==> src/rtl/armleocpu_divider.sv <==
// Iterative radix-2 restoring divider for RV32M DIV/DIVU/REM/REMU.
// Quotient and remainder are produced together; divide-by-zero and signed overflow finish in one edge.
module armleocpu_divider #(
    parameter int XLEN = 32
) (
    input  logic            clk,
    input  logic            rst,
    input  logic            valid,
    input  logic            kill,
    input  logic            is_signed,
    input  logic [XLEN-1:0] dividend,
    input  logic [XLEN-1:0] divisor,
    output logic            busy,
    output logic            ready,
    output logic [XLEN-1:0] quotient,
    output logic [XLEN-1:0] remainder
);

    localparam int CW = $clog2(XLEN);
    localparam logic [CW-1:0] LAST_ITER = CW'(XLEN - 1);

    typedef enum logic [1:0] {
        IDLE,
        CALC,
        FIXUP
    } state_t;

    state_t          state;
    state_t          state_nxt;
    logic [CW-1:0]   counter;
    logic [XLEN:0]   r_acc;
    logic [XLEN-1:0] q_acc;
    logic [XLEN-1:0] abs_divisor;
    logic            signed_op;
    logic            sign_dividend;
    logic            sign_divisor;

    logic            start;
    logic            div_zero;
    logic            overflow;
    logic [XLEN-1:0] abs_dividend_in;
    logic [XLEN-1:0] abs_divisor_in;
    logic [XLEN:0]   r_shift;
    logic            r_ge;
    logic [XLEN:0]   r_step;
    logic            neg_q;
    logic            neg_r;

    assign busy = (state != IDLE);

    always_comb begin
        start           = valid & ~kill;
        div_zero        = (divisor == '0);
        overflow        = is_signed && (dividend == {1'b1, {(XLEN-1){1'b0}}}) && (divisor == '1);
        abs_dividend_in = (is_signed && dividend[XLEN-1]) ? -dividend : dividend;
        abs_divisor_in  = (is_signed && divisor[XLEN-1]) ? -divisor : divisor;

        // R is one bit wider than the operands so compare/subtract cannot overflow
        r_shift = {r_acc[XLEN-1:0], q_acc[XLEN-1]};
        r_ge    = (r_shift >= {1'b0, abs_divisor});
        r_step  = r_ge ? (r_shift - {1'b0, abs_divisor}) : r_shift;

        neg_q = signed_op & (sign_dividend ^ sign_divisor);
        neg_r = signed_op & sign_dividend;
    end

    always_comb begin
        state_nxt = state;
        case (state)
            IDLE: begin
                if (start && !div_zero && !overflow)
                    state_nxt = CALC;
            end
            CALC: begin
                if (kill)
                    state_nxt = IDLE;
                else if (counter == LAST_ITER)
                    state_nxt = FIXUP;
            end
            FIXUP:   state_nxt = IDLE;
            default: state_nxt = IDLE;
        endcase
    end

    always_ff @(posedge clk or posedge rst) begin
        if (rst)
            state <= IDLE;
        else
            state <= state_nxt;
    end

    always_ff @(posedge clk or posedge rst) begin
        if (rst) begin
            ready         <= 1'b0;
            quotient      <= '0;
            remainder     <= '0;
            counter       <= '0;
            r_acc         <= '0;
            q_acc         <= '0;
            abs_divisor   <= '0;
            signed_op     <= 1'b0;
            sign_dividend <= 1'b0;
            sign_divisor  <= 1'b0;
        end else begin
            ready <= 1'b0;
            case (state)
                IDLE: begin
                    if (start) begin
                        signed_op     <= is_signed;
                        sign_dividend <= dividend[XLEN-1];
                        sign_divisor  <= divisor[XLEN-1];
                        abs_divisor   <= abs_divisor_in;
                        if (div_zero) begin
                            quotient  <= '1;
                            remainder <= dividend;
                            ready     <= 1'b1;
                        end else if (overflow) begin
                            quotient  <= dividend;
                            remainder <= '0;
                            ready     <= 1'b1;
                        end else begin
                            counter <= '0;
                            r_acc   <= '0;
                            q_acc   <= abs_dividend_in;
                        end
                    end
                end
                CALC: begin
                    if (!kill) begin
                        r_acc   <= r_step;
                        q_acc   <= {q_acc[XLEN-2:0], r_ge};
                        counter <= counter + 1'b1;
                    end
                end
                FIXUP: begin
                    // a flushed operation leaves the previous result visible
                    if (!kill) begin
                        quotient  <= neg_q ? -q_acc : q_acc;
                        remainder <= neg_r ? -r_acc[XLEN-1:0] : r_acc[XLEN-1:0];
                        ready     <= 1'b1;
                    end
                end
                default: ;
            endcase
        end
    end

endmodule

==> config.mk <==
export PLATFORM = sky130hd
export DESIGN_NAME = armleocpu_divider
export DESIGN_NICKNAME = d
export VERILOG_FILES = /design/src/rtl/armleocpu_divider.sv
export SDC_FILE = /design/constraint.sdc
export NUM_CORES = 1
export LEC_CHECK = 0
export CORE_MARGIN = 1
export CORE_UTILIZATION = 30
export DETAILED_ROUTE_END_ITERATION = 8
export HOLD_SLACK_MARGIN = 0.06
export SLEW_MARGIN = 10
export SYNTH_ARGS = -nofsm -noshare
export SYNTH_HDL_FRONTEND = slang
export SYNTH_SLANG_ARGS = --single-unit
==> constraint.sdc <==
create_clock -name clk -period 6 [get_ports clk]
set_input_delay 1.8 -clock clk [delete_from_list [all_inputs] [get_ports clk]]
set_output_delay 1.8 -clock clk [all_outputs]
set_load 0.005 [all_outputs]
==> metrics.md <==
| Metric | Value |
|---|---|
| Outcome | completed |
| Clk_skew | 0.01487 ns |
| Power density over the cells | 446.4 mW/mm^2 |
| Largest net degree at the start of global routing | 128 |
| Global-route wire length before repair | 58680 um |
| Crit path kind | in2reg |
| Syn nets | 1580 |
| Post-Place Setup Slack | 0.6702 ns |
| Post-CTS resize count | 0 |
| F_max | 0.2099 GHz |
| Final Hold Vio Count | 0 |
| Antenna Cells | 0 |
| Nets | 1668 |
| Number of flops mapped to enable cells by yosys | 0 |
| CP Capture Type | flip-flop |
| Vias in the first global route | 10530 |
| DRC | 0 |
| H-tree level count | 4 |
| Leading cell type in the layout, fill and taps excluded | nand2_1 |
| Clk Latency, worst-skew pair | 0.45 ns |
| Share of cells above drive strength 1 | 5.216% |
| CTS Buf Count | 17 |
| Post-synth ARST share | 100.0% |
| Worst Path Max Fanout | 98 |
| Min-Delay Path Depth | 2 |
| Post-Syn Area | 0.01194 mm^2 |
| Final setup vio count | 0 |
| Via-to-Cell Ratio | 5.263 |
| Total power | 6.447 mW |
| Die H | 201.5 um |
| Floorplan Core Area | 0.03892 mm^2 |
| # hold bufs at CTS | 0 |
| CTS Buffer Depth | 2 |
| Sink Count | 171 |
| Mapped Cells | 1471 |
| Die ar. | 0.04060 mm^2 |
| Root Buffer | clkbuf_16 |
| Least-Margin Pin Slew | 1.109 ns |
| Max-slew violation count | 0 |
| Initial antenna violation count | 1 |
| Hold/Removal Path Class | reg2reg |
| Flops & latches, synth | 171 |
| Fillers | 4014 |
| GRT overflow | 0 |
| Port Buffer Count | 134 |
| VDD IR-drop max | 0.2307 mV |
| Starting DRT DRC Count | 555 |
| Setup TNS | 0 ns |
| Reg2Reg Depth | 12 |
| Total number of vias | 11000 |
| Setup bufs post-CTS | 0 |
| GP Congestion | 0.9346 |
| Synthesis-to-layout area growth | 20.97% |
| Mean post-synth cell area | 8.116 um^2 |
| Clock transition at the registers of the reported paths | 0.07 ns |
| Detail Route Antenna Nets | 0 |
| Commonest non-fill, non-tap cells in the layout | nand2_1 (178), dfrtp_1 (171), o21ai_0 (168), a21oi_1 (136), clkdlybuf4s50_1 (134) |
| Avg WL per Cell | 17.42 um |
| GRT Util Overall | 18.18% |
| DR pass1 iterations | 5 |
| Tmin final | 4.764 ns |
| WP data required | 6.31 ns |
| Detail Placement HPWL | 27640 um |
| Die width | 201.5 um |
| Worst EP arrival | 5.08 ns |
| LEAKAGE | 6.086 nW |
| RSZ-0062 raised after global routing | no |
| PnR worst setup slack | 1.236 ns |
| Max-cap violations | 0 |
| Yosys synthesis warning count | 0 |
| Crit share post-route | 79.40% |
| Sequential-to-total area share from yosys stat | 35.84% |
| Site row count | 72 |
| I/O pin cnt | 135 |
| Worst Setup Start Kind | input pin |
| Main flop type after synthesis | dfrtp_1 |
| Max-slew headroom | 26.05% |
| TritonCTS clock tree | built |
| Distinct cells, synth | 72 |
| Routed Wire Length | 36420 um |
| Starting Density | 30.68% |
[critical path, cell delays in order]
cell and delay [ns]:
clkdlybuf4s50_1 0.51, nor4_1 0.45, nor4b_1 0.53, nand4_1 0.38, a2bb2o_4 0.33, a21oi_1 0.07, or3_4 0.49, buf_16 0.29
nand2_1 0.11, o21ai_0 0.08
[through the flow]
step                      cells  hold slack, ns  cell area, um^2  utilization, %
after floorplan            1471          0.4725            11940               -
after global placement     2057          0.4670            13790           35.44
after detailed placement   2057          0.4702            13790           35.44
after CTS                  2089          0.4867            14420           37.04
after global routing       2090          0.5142            14440           37.11
final                      2090          0.4806            14440           37.11
[final timing paths]
| path | start | endpoint | slack [ns] |
|---|---|---|---|
| setup / recovery | divisor[6] | quotient[10] | 1.24 |
| hold / removal | quotient[30] | quotient[30] | 0.48 |
| setup reg to reg | q_acc[31] | r_acc[30] | 2.13 |
| hold reg to reg | quotient[30] | quotient[30] | 0.48 |
| max in group asynchronous | rst | q_acc[19] | 3.16 |
| min in group asynchronous | rst | q_acc[13] | 1.90 |
[cell type report]
type	count	area [um^2]	share of cell area [%]
inverters	60	229.0	1.585
well taps	518	648.1	4.488
clock inverters	15	197.7	1.369
multi-input cells	1150	7089	49.09
clock buffers	17	425.4	2.946
repair buffers	159	1574	10.90
flip-flops and latches	171	4279	29.63
[synthesized netlist by cell type, types with 23 or more instances]
library cell    n  area share (%)
a21oi_1       136             5.7
a22oi_1        23             1.4
clkbuf_1       66             2.1
dfrtp_1       171              36
ha_1           39             4.1
inv_1          60             1.9
mux2i_1        24             2.0
nand2_1       178             5.6
nor2_1        108             3.4
nor3_1         26             1.1
o21ai_0       168             7.0
o21ai_1        31             1.3
o31ai_1        24             1.5
or3_1          28             1.5
xnor2_1        74             5.4
xor2_1         62             4.5
[cell families after synthesis]
group / synth area share [%]
AO/OA/AOI/OAI: 24.02
XOR/XNOR: 9.977
AND/OR/NAND/NOR: 18.27
flip-flops: 35.84
adder cells (fa/ha/maj): 4.255
multiplexers: 2.389
buffers and inverters: 5.250
[registers in the layout, summed over array words and instances (netlist names)]
register       cells
r_acc             32
sign_divisor       1
state              2
quotient          32
ready              1
sign_dividend      1
signed_op          1
abs_divisor       32
counter            5
remainder         32
q_acc             32
[power breakdown]
group | switching, mW | internal, mW
Clock | 0.541 | 0.638
Sequential | 0.429 | 1.46
Combinational | 2.04 | 1.34
[layer usage]
metal,part of all wire (%),global-route usage [%],vias up
met4,1.2,4.762,0
li1,-,-,5437
met3,5.5,2.802,29
met5,0,0,-
met1,48,26.07,5222
met2,45,28.30,312
No activity file was read; power rests on OpenSTA's default activity.
